`src/rtl/bp_fe_bp_update_tracker.sv`:
```
// In-flight branch prediction queue that emits bimodal BHT updates on resolve.
// Optional stat counters: BP_FE_BP_UPDATE_TRACKER_STATS_EN.
module bp_fe_bp_update_tracker #(
  parameter int bht_idx_width_p = 8,
  parameter int els_p = 8,
  localparam int ptr_width_lp = $clog2(els_p)
) (
  input  logic                       clk_i,
  input  logic                       reset_i,
  input  logic                       pred_v_i,
  input  logic [bht_idx_width_p-1:0] pred_idx_i,
  input  logic                       pred_taken_i,
  output logic                       pred_ready_o,
  input  logic                       res_v_i,
  input  logic                       res_taken_i,
  input  logic                       flush_i,
  output logic                       w_v_o,
  output logic [bht_idx_width_p-1:0] idx_w_o,
  output logic                       correct_o,
  output logic [ptr_width_lp:0]      count_o,
  output logic                       res_err_o,
  output logic [31:0]                mispred_cnt_o,
  output logic [31:0]                update_cnt_o
);

  typedef struct packed {
    logic [bht_idx_width_p-1:0] idx;
    logic                       taken;
  } entry_t;

  localparam logic [ptr_width_lp-1:0] ptr_one_lp = 1;
  localparam logic [ptr_width_lp:0] cnt_one_lp = 1;
  localparam logic [ptr_width_lp:0] cnt_full_lp = els_p;

  entry_t                  mem [els_p];
  entry_t                  head_e;
  logic [ptr_width_lp-1:0] head, tail;
  logic [ptr_width_lp:0]   count;
  logic                    empty;
  logic                    push;
  logic                    pop;
  logic                    hit;

  assign empty        = (count == '0);
  assign pred_ready_o = (count != cnt_full_lp) & ~flush_i;
  assign push         = pred_v_i & pred_ready_o;
  assign pop          = res_v_i & ~empty;
  assign head_e       = mem[head];
  assign hit          = (head_e.taken == res_taken_i);
  assign count_o      = count;

  // Payload storage needs no reset; occupancy gates every read.
  always_ff @(posedge clk_i) begin
    if (push) begin
      mem[tail] <= '{idx: pred_idx_i, taken: pred_taken_i};
    end
  end

  always_ff @(posedge clk_i or posedge reset_i) begin
    if (reset_i) begin
      head  <= '0;
      tail  <= '0;
      count <= '0;
    end else if (flush_i) begin
      head  <= tail;
      count <= '0;
    end else begin
      if (push) tail <= tail + ptr_one_lp;
      if (pop)  head <= head + ptr_one_lp;
      unique case ({push, pop})
        2'b10:   count <= count + cnt_one_lp;
        2'b01:   count <= count - cnt_one_lp;
        default: count <= count;
      endcase
    end
  end

  // Update is registered; a flush still lets the same-cycle resolve through.
  always_ff @(posedge clk_i or posedge reset_i) begin
    if (reset_i) begin
      w_v_o     <= 1'b0;
      idx_w_o   <= '0;
      correct_o <= 1'b0;
      res_err_o <= 1'b0;
    end else begin
      w_v_o <= pop;
      if (pop) begin
        idx_w_o   <= head_e.idx;
        correct_o <= hit;
      end
      if (res_v_i & empty) res_err_o <= 1'b1;
    end
  end

`ifdef BP_FE_BP_UPDATE_TRACKER_STATS_EN
  logic [31:0] upd_cnt, mis_cnt;

  always_ff @(posedge clk_i or posedge reset_i) begin
    if (reset_i) begin
      upd_cnt <= '0;
      mis_cnt <= '0;
    end else begin
      if (pop && upd_cnt != '1) upd_cnt <= upd_cnt + 32'd1;
      if (pop && !hit && mis_cnt != '1) mis_cnt <= mis_cnt + 32'd1;
    end
  end

  assign update_cnt_o  = upd_cnt;
  assign mispred_cnt_o = mis_cnt;
`else
  assign update_cnt_o  = '0;
  assign mispred_cnt_o = '0;
`endif

endmodule

```
`config.mk`:
```
export PLATFORM = sky130hd
export DESIGN_NAME = bp_fe_bp_update_tracker
export DESIGN_NICKNAME = d
export VERILOG_FILES = /design/src/rtl/bp_fe_bp_update_tracker.sv
export SDC_FILE = /design/constraint.sdc
export NUM_CORES = 1
export LEC_CHECK = 0
export ABC_CLOCK_PERIOD_IN_PS = 2220
export BUFFER_PORTS_ARGS = -buffer_cell sky130_fd_sc_hd__buf_4
export CAP_MARGIN = 25
export CORE_MARGIN = 1.5
export CORE_UTILIZATION = 40
export DETAILED_ROUTE_END_ITERATION = 8
export PLACE_DENSITY = 0.75
export SYNTH_ARGS = -nofsm -noshare
export SYNTH_HDL_FRONTEND = slang
export SYNTH_SLANG_ARGS = --single-unit
export TNS_END_PERCENT = 1
```
`constraint.sdc`:
```
create_clock -name clk_i -period 2.22 [get_ports clk_i]
set_input_delay 0.444 -clock clk_i [delete_from_list [all_inputs] [get_ports clk_i]]
set_output_delay 0.444 -clock clk_i [all_outputs]
set_load 0.02 [all_outputs]
```
==> results of run 1 <==
## worst min-delay path by stage
stage	start	endpoint	slack (ns)	cells past startpoint
floorplan	reset_i	correct_o	0.42	1
global placement	res_err_o	res_err_o	0.46	1
detailed placement	res_err_o	res_err_o	0.46	1
CTS	reset_i	res_err_o	0.11	3
global route	reset_i	idx_w_o[5]	0.16	3
finish	reset_i	idx_w_o[5]	0.12	3
## metrics by stage
| step | total power, mW | setup TNS, ns |
|---|---|---|
| after global routing | 6.01 | -0.0625 |
| final | 5.68 | 0 |
| after detailed placement | 4.62 | 0 |
| after floorplan | 3.99 | -0.0529 |
| after CTS | 5.68 | 0 |
| after global placement | 4.54 | 0 |
## layout by cell type (no fill, tap or decap), drive strengths merged, types with 2 or more instances in the layout
cell    instances
edfxtp         72
mux2i          11
clkinv          2
nor2b           3
conb           64
xnor2           5
nor2           10
buf            55
inv             7
nand2b          3
mux4           18
nand2          20
dfrtp          21
clkbuf          9
nor3            7
o21ai          16
nand3           2
ha              4
## registers in the layout, indices dropped and copies added (netlist names)
| signal | cells |
|---|---|
| head | 3 |
| w_v_o | 1 |
| correct_o | 1 |
| tail | 3 |
| count_o | 4 |
| res_err_o | 1 |
| mem | 72 |
| idx_w_o | 8 |
## what timing repair did
item	4_1_cts	5_1_grt
resized for setup	0	3
buffers inserted	0	3
setup endpoints to repair	0	2
## cell families (layout without fill, tap and decap cells)
| kind of cell | after synthesis | after routing | synth area share [%] |
|---|---|---|---|
| adders and majority gates | 4 | 4 | 1.15 |
| DFF | 93 | 93 | 61.9 |
| muxes | 30 | 30 | 12.2 |
| other | 1 | 64 | 0.0864 |
| and+or+nand+nor | 48 | 48 | 5.65 |
| xor gates and xnor gates | 6 | 6 | 1.21 |
| AOI/OAI and AO/OA | 28 | 28 | 4.79 |
| buffers and inverters | 79 | 74 | 13.0 |
## worst min-delay path, delay by kind of cell
kind | cells | cell delay [ns]
buf+inv | 3 | 0.43
## layout make-up
| cell class | instances | area [um^2] |
|---|---|---|
| Multi-Input combinational cell | 180 | 1360 |
| Clock buffer | 9 | 124 |
| Clock inverter | 7 | 65.1 |
| Timing Repair Buffer | 55 | 425 |
| Fill cell | 886 | 5570 |
| Sequential cell | 93 | 2690 |
| Tap cell | 136 | 170 |
| Inverter | 3 | 11.3 |
## metal layers
layer	vias up	part of all wire, %	GRT usage, %
li1	1037	-	-
met1	1124	45	19.5
met2	113	46	20.7
met3	4	7.5	3.40
met4	0	0.71	4.86
met5	-	0	0
## power by group
part           switching, mW  total, mW  internal (mW)
clock                  0.634       1.07          0.434
sequential             0.208       2.37           2.16
combinational           1.20       2.24           1.05
==> flow_summary.toml, run 1 <==
[clock_tree]
cts_buffers = 9
cts_tree = "yes"
cts_max_level = 3
clk_latency_ns = 0.36
clock_sinks = 93
clk_pin_slew_ns = 0.10
root_buffer = "clkbuf_8"
hold_buffers = 0
cts_buffer_depth = 2

[critical_path]
cp_slowest_cell = "dfrtp_2"
endpoint = "count_o[3]"
crit_chain = "o41ai_4, inv_2, o21ai_4, inv_2, ha_4, nor2b_1, o32ai_2, mux2_4"
end_kind = "flop"
reg2reg_to = "count_o[3]"
worst_path_most_repeated_cell = "inv_2"
critPathLaunchType = "flop"
critPathLaunch = "count_o[2]"
crit_buf_inv = 2
criticalPathCategory = "reg2reg"
arrival_ns = 2.44
r2r_setup_slack_ns = 0.03
required_ns = 2.47
worstReg2RegStart = "count_o[2]"
cpPeakStageDelay_ns = 0.46
crit_fanout = 4
crit_family = "compound AO/OA/AOI/OAI gates"
ff2ff_path_depth = 8
worst-path-stages = 8

[cells_and_area]
drive_above_1_share_pct = 30.3
fin_util_pct = 46.5
final_cells = 483
area_growth_pct = 11.6
nets = 361
fin_area_mm2 = 0.00484
n_antenna_cell = 0

[detailed_routing]
firstDrtPassIters = 4
post_drt_wl_per_cell_um = 15.4
vias = 2278
ant_nets = 0
vias_per_cell = 4.72
drt_iter0_drc = 161
postRouteWirelength_mm = 7.44
drcViolationCount = 0

[floorplanning]
coreArea_mm2 = 0.0104
die-area_mm2 = 0.0115
rows = 37
die_w_um = 107
initial_utilization_pct = 41.7
pin_count = 95
fp.dieH_um = 107

[timing]
setup_viol = 0
hold_viol = 0
final.setup_skew_ns = 0.0123
min_period_over_period_pct = 98.7
holdWs_ns = 0.116
drv_slew = 0
max_freq_mhz = 456
fin_crit_ns = 2.19
grt_setup_unrepaired = "yes"
setup_ws_ns = 0.0286

[placement]
dp_slack_ns = 0.0396
place_congestion = 0.881
post-dp-hpwl_mm = 5.03
dp.cells = 464
place_area_mm2 = 0.00463
io_buffers = 30

[global_route]
overflow = 0
grt_pass1_vias = 2075
antenna_found_initial = 0
grt_usage_pct = 13.8
grt_max_degree = 22
grt_pass1_wl_mm = 11.5

[worst_hold_path]
hold_path_class = "in2async"

[run]
drv_cap = 0

[synthesis]
synth_edf_count = 72
synth_top_cell_by_area = "edfxtp_1"
syn-instance-count = 289
synth_top_area_share_pct = 49.8
mappedNetlistArea_mm2 = 0.00434
synthDistinctLibCells = 42
synth_warnings = 0
netlist_top_cells_count = "edfxtp_1 (72), buf_4 (65), dfrtp_1 (21), nand2_1 (20), mux4_2 (18)"
ys_top_cells_by_area = "edfxtp_1 (50%), dfrtp_1 (12%), buf_4 (11%), mux4_2 (9.3%), mux2i_1 (2.5%)"
synth_flop_cell = "edfxtp_1"
synth_most_common_cell = "edfxtp_1"
async_flop_share_pct = 22.6
avgSynthCellArea_um2 = 15.0
ys_ff_latch = 93
yosysSeqAreaShare_pct = 61.9

[power_and_ir_drop]
power.leakage_nw = 1.88
ir_drop_uv = 447
p_per_area_mw_per_mm2 = 1170

[run_status]
outcome = "finished, final reports clean"
Note: power is estimated with default switching activity, not from simulation.
==> run 2: changes to the inputs <==
Settings changed: BUFFER_PORTS_ARGS -buffer_cell sky130_fd_sc_hd__buf_4 to unset, DONT_BUFFER_PORTS set to 1, PLACE_DENSITY 0.75 to 0.67.
==> run 2 against run 1 <==
Cell count fell by 6.0%. Cell area down 3.7%. Non-clock buffer count fell by 29. Critical path depth did not move. Sequential power is 6% higher. Via count is 4.2% lower. Setup slack gained 0.017 ns. Sequential share of layout area up 2.2 points. Core utilization is 1.7 points lower. Combinational power decreased by 14%.
==> flow_summary.toml, run 2 (synthesis results as in run 1) <==
[clock_tree]
cts_tree = "yes"
clk_pin_slew_ns = 0.10
clk_latency_ns = 0.36
cts_buffer_depth = 2
cts_max_level = 3
clock_sinks = 93
root_buffer = "clkbuf_8"
hold_buffers = 0
cts_buffers = 9

[floorplanning]
fp.dieH_um = 107
initial_utilization_pct = 41.7
rows = 37
die_w_um = 107
coreArea_mm2 = 0.0104
die-area_mm2 = 0.0115
pin_count = 95

[critical_path]
worst_path_most_repeated_cell = "inv_2"
endpoint = "count_o[3]"
crit_buf_inv = 2
arrival_ns = 2.43
r2r_setup_slack_ns = 0.05
crit_family = "compound AO/OA/AOI/OAI gates"
required_ns = 2.48
worstReg2RegStart = "count_o[2]"
worst-path-stages = 8
critPathLaunchType = "flop"
end_kind = "flop"
critPathLaunch = "count_o[2]"
crit_fanout = 6
crit_chain = "o41ai_4, inv_2, o21ai_4, inv_2, ha_4, nor2b_1, o32ai_2, mux2_4"
cpPeakStageDelay_ns = 0.46
reg2reg_to = "count_o[3]"
criticalPathCategory = "reg2reg"
ff2ff_path_depth = 8
cp_slowest_cell = "dfrtp_2"

[worst_hold_path]
hold_path_class = "in2async"

[timing]
finalSetupTns_ns = 0
relSlewSlack_pct = 59.7
hold_viol = 0
drv_slew = 0
grt_setup_unrepaired = "yes"
min_period_over_period_pct = 98.0
fin_crit_ns = 2.17
tightest_slew_ns = 0.603
final.setup_skew_ns = 0.0142
setup_viol = 0
max_freq_mhz = 460

[cells_and_area]
largest-register = "mem"
drive_above_1_share_pct = 23.9
n_antenna_cell = 0
fin_area_mm2 = 0.00466
nets = 332
fin_util_pct = 44.8
area_growth_pct = 7.44
layout_commonest_cell = "edfxtp_1"
layout.cells.most_common_list = "edfxtp_1 (72), conb_1 (64), buf_4 (22)"
largest_reg_flops = 72

[run]
drv_cap = 0

[detailed_routing]
drt_iter0_drc = 70
firstDrtPassIters = 5
route.met3.wl_um = 588
postRouteWirelength_mm = 7.55
dr_wl_met2_mm = 3.55
wirelength_met1_mm = 3.36
dr.max_layer_used = "met4"
vias = 2182
drcViolationCount = 0
post_drt_wl_per_cell_um = 16.6
ant_nets = 0
vias_per_cell = 4.81

[power_and_ir_drop]
ir_drop_uv = 527
power.leakage_nw = 1.74
p_per_area_mw_per_mm2 = 1180
finalPower_mw = 5.50

[global_route]
grt_pass1_wl_mm = 11.5
antenna_found_initial = 0
grt_max_degree = 20
overflow = 0
grt_usage_pct = 13.8
grt_pass1_vias = 2049

[placement]
place_area_mm2 = 0.00442
post-dp-hpwl_mm = 5.13
place_congestion = 0.774
io_buffers = 0

[run_status]
outcome = "finished, final reports clean"
[run 2: cell types whose count changed in the layout (fill, tap and decap cells not counted), sizes merged]
| cell | previous run | this run |
|---|---|---|
| buf | 55 | 26 |
| clkinv | 2 | 1 |
| inv | 7 | 8 |
[run 2: stage by stage]
step | std cells | setup WS [ns] | hold slack, ns
after detailed placement | 432 | 0.00529 | 0.441
final | 454 | 0.0452 | 0.0278
after CTS | 449 | 0.000153 | 0.0421
after global placement | 432 | 0.0942 | 0.429
after floorplan | 352 | -0.0529 | 0.420
after global routing | 454 | -0.0431 | 0.0653
[run 2: routing by layer]
| layer | vias up | GRT usage, % |
|---|---|---|
| li1 | 979 | - |
| met5 | - | 0 |
| met3 | 9 | 4.74 |
| met4 | 0 | 3.43 |
| met1 | 1084 | 18.0 |
| met2 | 110 | 22.0 |
[run 2: worst min-delay path by stage]
stage               startpoint         end  slack, ns
detailed placement     reset_i  idx_w_o[6]       0.44
global placement       reset_i  idx_w_o[6]       0.43
global route           reset_i  idx_w_o[2]       0.07
floorplan              reset_i   correct_o       0.42
finish                 reset_i  idx_w_o[2]       0.03
CTS                    reset_i  idx_w_o[2]       0.04
[run 2: layout make-up]
| cell class | instances | area (um^2) |
|---|---|---|
| Clock buffer | 9 | 124 |
| Clock inverter | 7 | 62.6 |
| Fill cell | 892 | 5750 |
| Inverter | 3 | 11.3 |
| Multi-Input combinational cell | 180 | 1360 |
| Sequential cell | 93 | 2690 |
| Tap cell | 136 | 170 |
| Timing Repair Buffer | 26 | 245 |
[run 2: report_power, final]
part           total, mW  internal [mW]  switching (mW)  leakage [nW]
Clock               1.08          0.435           0.642        0.0936
Combinational       1.92          0.893            1.02         0.741
Sequential          2.51           2.16           0.347         0.905
Total               5.50           3.49            2.01          1.74
[run 2: what timing repair did]
item | CTS | global route
buffers inserted | 1 | 2
resized for setup | 1 | 3
pin swaps | 1 | 2
endpoints found under the setup margin | 1 | 2
gates cloned | 0 | 0
==> run 3: changes to the inputs <==
Settings changed: CAP_MARGIN 25 to 10, CORE_UTILIZATION 40 to 45, PLACE_DENSITY 0.67 to 0.63.
==> run 3 against run 2 <==
Die area shrank 11%. First-iteration DRC count grew 27%. Hold slack lost 0.027 ns. Clock power is essentially flat. Sequential cell count is the same. Non-clock buffer count shrank 4. Fmax shrank 0.89%. Cell count shrank 2.6%. Combinational power is essentially flat. Clock-buffer cell count is the same. Clock skew grew 0.0032 ns. Via count shrank 0.92%. Critical endpoint unchanged. Largest cell class unchanged.
==> flow_summary.toml, run 3 (synthesis results as in run 1) <==
[critical_path]
end_kind = "flop"
arrival_ns = 2.44
criticalPathCategory = "reg2reg"
endpoint = "count_o[3]"
worst-path-stages = 8
cpPeakStageDelay_ns = 0.47
critPathLaunch = "count_o[0]"
crit_chain = "o41ai_4, inv_2, o21ai_4, inv_2, ha_4, nor2b_1, o32ai_2, mux2_4"
ff2ff_path_depth = 8
worstReg2RegStart = "count_o[0]"
cp_slowest_cell = "dfrtp_2"
r2r_setup_slack_ns = 0.03
worst_path_most_repeated_cell = "inv_2"
crit_family = "compound AO/OA/AOI/OAI gates"
reg2reg_to = "count_o[3]"
critPathLaunchType = "flop"
crit_buf_inv = 2
crit_fanout = 6
required_ns = 2.47

[cells_and_area]
nets = 328
area_growth_pct = 6.46
layout.cells.most_common_list = "edfxtp_1 (72), conb_1 (64), dfrtp_1 (20)"
drive_above_1_share_pct = 23.3
final_cells = 442
n_antenna_cell = 0
num-fill-cells = 785
fin_area_mm2 = 0.00462
layout_commonest_cell = "edfxtp_1"
largest-register = "mem"
largest_reg_flops = 72

[timing]
tightest_slew_ns = 0.599
final.setup_skew_ns = 0.0174
fin_crit_ns = 2.19
drv_slew = 0
min_period_over_period_pct = 98.8
max_freq_mhz = 456
setup_viol = 0
hold_viol = 0
grt_setup_unrepaired = "yes"
relSlewSlack_pct = 60.0

[global_route]
grt_pass1_vias = 2024
grt_max_degree = 22
grt_usage_pct = 15.8
grt_pass1_wl_mm = 11.6
overflow = 0
antenna_found_initial = 0

[detailed_routing]
drcViolationCount = 0
vias_per_cell = 4.89
post_drt_wl_per_cell_um = 17.1
firstDrtPassIters = 4
vias = 2162
postRouteWirelength_mm = 7.58
drt_iter0_drc = 89
ant_nets = 0

[clock_tree]
cts_max_level = 3
clock_sinks = 93
clk_pin_slew_ns = 0.10
hold_buffers = 0
cts_tree = "yes"
cts_buffers = 9
cts_buffer_depth = 2
root_buffer = "clkbuf_8"
clk_latency_ns = 0.35

[floorplanning]
rows = 35
fp.dieH_um = 101
initial_utilization_pct = 46.8
coreArea_mm2 = 0.00928
die-area_mm2 = 0.0102
pin_count = 95
die_w_um = 101

[placement]
io_buffers = 0
post-dp-hpwl_mm = 5.13
place_area_mm2 = 0.00440
dp.cells = 425
place_congestion = 0.814

[run_status]
outcome = "finished, final reports clean"

[power_and_ir_drop]
ir_drop_uv = 514
power.leakage_nw = 1.72
p_per_area_mw_per_mm2 = 1190

[run]
drv_cap = 0

[worst_hold_path]
hold_path_class = "in2async"
## run 3: cell types whose count changed in the layout (fill, tap and decap cells not counted), sizes merged
cell    before  now
buf         26   22
bufinv       0    1
inv          8    4
clkinv       1    3
## run 3: worst reg2reg max path, cell delays in order, from the launching register on
cell	delay [ns]
dfrtp_2	0.47
o41ai_4	0.39
inv_2	0.09
o21ai_4	0.11
inv_2	0.09
ha_4	0.24
nor2b_1	0.14
o32ai_2	0.24
mux2_4	0.32
## run 3: stage by stage
step	total power [mW]	hold slack, ns	util (%)	worst slack (ns)	setup TNS, ns
3_3_place_gp	4.37	0.388	47.4	0.0570	0
5_1_grt	5.82	0.0119	49.8	-0.0860	-0.162
3_5_place_dp	4.42	0.387	47.4	0.00841	0
4_1_cts	5.52	0.0000324	49.6	0.0242	0
6_report	5.49	0.000715	49.8	0.0255	0
2_1_floorplan	3.99	0.420	-	-0.0529	-0.0529
## run 3: what timing repair did
| item | 4_1_cts | 5_1_grt |
|---|---|---|
| gates resized for setup | 0 | 5 |
| setup buffers | 2 | 0 |
| endpoints found under the setup margin | 1 | 31 |
## run 3: report_power, final
part           switching (mW)  leakage [nW]  total, mW  internal (mW)
clock network           0.575        0.0931       1.09          0.515
registers               0.345         0.908       2.50           2.16
logic                    1.02         0.716       1.89          0.873
## run 3: how the worst min path moves through the flow
stage,depth (start not counted),startpoint,slack [ns],end
after floorplan,1,reset_i,0.42,correct_o
after global placement,2,reset_i,0.39,idx_w_o[2]
after detailed placement,2,reset_i,0.39,idx_w_o[2]
after CTS,2,reset_i,0.00003,count_o[1]
after global routing,2,reset_i,0.01,idx_w_o[6]
final,2,reset_i,0.0007,idx_w_o[2]
## run 3: per-layer routing
metal	routed length (um)	vias up	part of all wire (%)	track usage (%)
met4	78	0	1.0	5.56
met2	3570	102	47	24.8
met1	3440	1084	45	21.8
li1	-	968	-	-
met5	0	-	0	0
met3	494	8	6.5	3.73
## run 3: final cells by class
class	instances	area, um^2	share of cell area [%]
Inverter	3	11.3	0.244
Tap cell	129	161	3.49
Multi-Input combinational cell	180	1370	29.6
Clock inverter	6	63.8	1.38
Clock buffer	9	124	2.68
Timing Repair Buffer	22	203	4.39
Sequential cell	93	2690	58.2
